==> src/rtl/vgpr_wfid_done_queue.sv <==
// Completion-event FIFO between the VGPR write-port wfid mux and the issue stage.
// Presents the head event with a one-hot wavefront decode and keeps sticky error flags.
module vgpr_wfid_done_queue #(
    parameter int DEPTH  = 4,
    parameter int PTR_W  = 2,
    parameter int NUM_WF = 40
) (
    input  logic              clk,
    input  logic              rst,
    input  logic              muxed_wfid_done,
    input  logic [5:0]        muxed_wfid,
    output logic              done_valid,
    output logic [5:0]        done_wfid,
    output logic [NUM_WF-1:0] done_wfid_onehot,
    input  logic              done_ack,
    output logic [PTR_W:0]    queue_count,
    output logic              queue_full,
    output logic              overflow_err,
    output logic              bad_wfid_err
);

    typedef enum logic {
        EMPTY,
        NONEMPTY
    } state_t;

    localparam logic [6:0]     NUM_WF_L = 7'(NUM_WF);
    localparam logic [PTR_W:0] DEPTH_L  = (PTR_W+1)'(DEPTH);
    localparam logic [PTR_W:0] ONE_L    = (PTR_W+1)'(1);

    state_t           state, state_nxt;
    logic [5:0]       mem [DEPTH];
    logic [PTR_W-1:0] rd_ptr, wr_ptr;
    logic [PTR_W:0]   count;
    logic             wfid_ok, push_req, push, pop, drop;

    assign wfid_ok  = ({1'b0, muxed_wfid} < NUM_WF_L);
    assign push_req = muxed_wfid_done && wfid_ok;
    assign pop      = done_ack && (count != '0);
    // A full queue still accepts a push when the same-cycle pop frees the head slot.
    assign push     = push_req && ((count != DEPTH_L) || pop);
    assign drop     = push_req && (count == DEPTH_L) && !pop;

    always_ff @(posedge clk) begin
        if (rst) begin
            state        <= EMPTY;
            rd_ptr       <= '0;
            wr_ptr       <= '0;
            count        <= '0;
            overflow_err <= 1'b0;
            bad_wfid_err <= 1'b0;
        end else begin
            state <= state_nxt;
            if (push) wr_ptr <= wr_ptr + PTR_W'(1);
            if (pop)  rd_ptr <= rd_ptr + PTR_W'(1);
            if (push && !pop)
                count <= count + ONE_L;
            else if (pop && !push)
                count <= count - ONE_L;
            if (drop) overflow_err <= 1'b1;
            if (muxed_wfid_done && !wfid_ok) bad_wfid_err <= 1'b1;
        end
    end

    always_ff @(posedge clk) begin
        if (!rst && push) mem[wr_ptr] <= muxed_wfid;
    end

    always_comb begin
        state_nxt = state;
        case (state)
            EMPTY:    if (push) state_nxt = NONEMPTY;
            NONEMPTY: if (pop && !push && (count == ONE_L)) state_nxt = EMPTY;
            default:  state_nxt = EMPTY;
        endcase
    end

    assign done_valid  = (count != '0);
    assign done_wfid   = done_valid ? mem[rd_ptr] : '0;
    assign queue_count = count;
    assign queue_full  = (count == DEPTH_L);

    always_comb begin
        done_wfid_onehot = '0;
        for (int unsigned k = 0; k < NUM_WF; k++) begin
            done_wfid_onehot[k] = done_valid && (done_wfid == 6'(k));
        end
    end

endmodule

==> config.mk <==
export PLATFORM = sky130hd
export DESIGN_NAME = vgpr_wfid_done_queue
export DESIGN_NICKNAME = d
export VERILOG_FILES = /design/src/rtl/vgpr_wfid_done_queue.sv
export SDC_FILE = /design/constraint.sdc
export NUM_CORES = 1
export LEC_CHECK = 0
export ABC_AREA = 1
export BUFFER_PORTS_ARGS = -buffer_cell sky130_fd_sc_hd__buf_2
export CORE_MARGIN = 2
export CORE_UTILIZATION = 50
export CTS_CLUSTER_SIZE = 14
export DETAILED_ROUTE_END_ITERATION = 6
export PLACE_DENSITY_LB_ADDON = 0.25
export SLEW_MARGIN = 20
export SYNTH_ARGS = -nofsm -noshare
export SYNTH_HDL_FRONTEND = slang
export SYNTH_SLANG_ARGS = --single-unit
==> constraint.sdc <==
create_clock -name clk -period 2.9 [get_ports clk]
set_input_delay 0.58 -clock clk [delete_from_list [all_inputs] [get_ports clk]]
set_output_delay 0.58 -clock clk [all_outputs]
set_load 0.02 [all_outputs]
==> summary.txt <==
outcome - complete, no violations
worst-path cell chain - inv_2, nand2_1, nand3_1, and2_1, nor2_2, nand2_1, nor2_1, buf_2
pins over their slew limit - 0
Clock transition at path regs - 0.07 ns
synth-to-layout area growth - 21.8%
Vias - 1597
Setup Viol. Count Final - 0
R2R Path Start - queue_count[0]
first-pass GRT wire length - 5950 µm
Critical Path Max Stage Delay - 0.56 ns
most used cell, CP - nand2_1
Worst Hold Endpoint - bad_wfid_err
clk_lat worst skew - 0.28 ns
non-filler cells, final - 340
Hold-fix buffers, CTS - 0
H-tree depth - 2
Die Span Y - 65.6 µm
initial drt markers - 41
Switch Pwr - 0.902 mW
synthesized flop and latch total - 35
ANT cells - 0
main flop type after synthesis - edfxtp_1
period utilization - 0.868
cells after synthesis - 226
post-synthesis sequential area ratio - 0.496
Worst Tran Pin Value - 0.549 ns
Startpoint Class - flip-flop
Post-CTS Setup Repair Bufs - 0
DRT antenna net count - 0
CTS Sinks - 35
HP Class - flip-flop to flip-flop
final instance area - 2310 µm²
Slew headroom - 0.632
worst clock skew - 0.00343 ns
area of the multi-input gates - 817 µm²
VDD IR-drop max - 485 µV
Worst Path Required - 2.32 ns
pwr dens - 838 nW/µm²
Int Pwr - 1.03 mW
fmax - 397 MHz
setup TNS - 0 ns
syn_nets - 242
Synth async-reset ratio - 0
initial antenna violation count - 0
vias in the first global route - 1334
CP max-delay cell - dfxtp_1
drt wl/cell - 10.6 µm
max-cap viol count - 0
type of the worst setup path - flip-flop to output pin
Vias/cell - 4.70
combinational share of power - 0.505
GRT Resource Usage Total - 0.185
Distinct cells, synth - 23
Worst Path Arrival - 1.94 ns
Sequential Power Share - 0.329
hold_sp - bad_wfid_err
worst reg2reg endpoint - queue_count[2]
io pins - 63
CTS Root Cell - clkbuf_8
GRT Residual Overflow - 0
Initial Util - 0.518
CTS resizes - 0
overall power - 1.94 mW
Reg2Reg Depth - 13
RSZ-0062 raised after global routing - no
r2r setup slk - 0.63 ns
Cells on Worst Hold Path - 2
switching share of power - 0.466
syn avg cell area - 8.39 µm²
DR pass1 iterations - 4
FF/Latch Area - 941 µm²
DRC - 0
fin crit period - 2.52 ns
Yosys warnings - 0
Pleak - 1.11 nW
final net count - 307
Synth Cell Area - 1900 µm²
clock share of power - 0.166
CTS Buf Count - 5
core area - 3660 µm²
worst hold margin - 0.444 ns
Die Area - 4300 µm²
total wire length - 3590 µm
Post-DP Area - 2230 µm²
PortBufs - 62
Die X-Extent - 65.6 µm
fillcell total - 322
crit-path max FO - 13
dpl cells - 332
number of flops mapped to enable cells by yosys - 24
Clock Tree Buf Depth - 2
dpl hpwl - 2920 µm
CTS tree - built
endpoints failing hold - 0
row count - 22
routability cong. - 0.762
fraction of layout instances using a drive strength above 1 - 0.312
largest net degree at the start of global routing - 17
Setup crit end kind - output pin
[cell type report]
type	instances	share of cell area
flip-flops and latches	35	0.407
multi-input cells	161	0.354
repair buffers	62	0.134
inverters	26	0.0423
clock buffers	5	0.0298
well taps	48	0.0260
clock inverters	3	0.00650
[sequential cells by signal, summed over array words and instances (netlist names), named ones only]
register and cells:
mem 24, queue_count 3, rd_ptr 2, wr_ptr 2, bad_wfid_err 1, overflow_err 1
[cells in the final DEF (no fill, tap or decap)]
| cell | netlist | layout |
|---|---|---|
| nand2_4 | 1 | 1 |
| nor2_2 | 6 | 6 |
| edfxtp_1 | 24 | 24 |
| nand3_1 | 14 | 14 |
| dfxtp_1 | 11 | 11 |
| a21oi_4 | 1 | 1 |
| fa_1 | 1 | 1 |
| o21ai_0 | 5 | 5 |
| and2_1 | 4 | 4 |
| nand3_2 | 5 | 5 |
| nand3_4 | 1 | 1 |
| clkinvlp_4 | 0 | 1 |
| inv_2 | 4 | 4 |
| a21oi_1 | 9 | 9 |
| clkinv_1 | 0 | 2 |
| buf_2 | 0 | 62 |
| ha_1 | 5 | 5 |
| nor2_1 | 49 | 49 |
| nand2_2 | 3 | 3 |
| o21a_1 | 1 | 1 |
| nor2_4 | 2 | 2 |
| nand2_1 | 53 | 53 |
| clkbuf_8 | 0 | 5 |
| inv_1 | 22 | 22 |
| nor3_1 | 1 | 1 |
[worst max-delay path: cells and delay by family, from the launching register on]
kind          cells  cell delay (ns)
buf+inv           2             0.34
simple gates      6             0.76
flops             1             0.56
[through the flow]
step            util  setup WS (ns)
2_1_floorplan      -          0.498
3_3_place_gp   0.608          0.564
3_5_place_dp   0.608          0.475
4_1_cts        0.631          0.354
5_1_grt        0.631          0.129
6_report       0.631          0.383
[metal layers]
layer  GRT usage  wire length [µm]  vias to the layer above
met5           0                 0                        -
met4      0.0938                80                        0
met3      0.0411               178                        6
met2       0.309              1620                       59
met1       0.226              1720                      683
li1            -                 -                      849
[cell families after synthesis]
kind of cell | synth area share
adder cells (fa/ha/maj) | 0.0435
flip-flops | 0.496
AND/OR/NAND/NOR | 0.338
AO/OA/AOI/OAI | 0.0495
buffers and inverters | 0.0732
[cells in the mapped netlist (2+ instances only)]
cell type	instances	area [µm²]
nand2_1	53	199
nor2_1	49	184
edfxtp_1	24	721
inv_1	22	82.6
nand3_1	14	70.1
dfxtp_1	11	220
a21oi_1	9	45.0
nor2_2	6	37.5
ha_1	5	62.6
nand3_2	5	50.1
o21ai_0	5	25.0
and2_1	4	25.0
inv_2	4	15.0
buf_6	3	33.8
nand2_2	3	18.8
nor2_4	2	22.5
[worst max path at each step]
stage	to	slack [ns]	cells after the start
final	done_wfid_onehot[33]	0.38	8
after CTS	done_wfid_onehot[17]	0.35	8
after floorplan	queue_count[1]	0.50	10
after global routing	done_wfid_onehot[17]	0.13	8
after global placement	queue_count[2]	0.56	12
after detailed placement	queue_count[2]	0.47	12
[power groups by stage]
stage | combinational, mW | clock [mW] | sequential [mW]
after floorplan | 0.782 | 0 | 0.652
after global placement | 0.966 | 0 | 0.647
after detailed placement | 0.983 | 0 | 0.649
after CTS | 0.985 | 0.330 | 0.637
after global routing | 1.10 | 0.356 | 0.646
final | 0.977 | 0.321 | 0.637
Note: power is estimated with default switching activity, not from simulation.
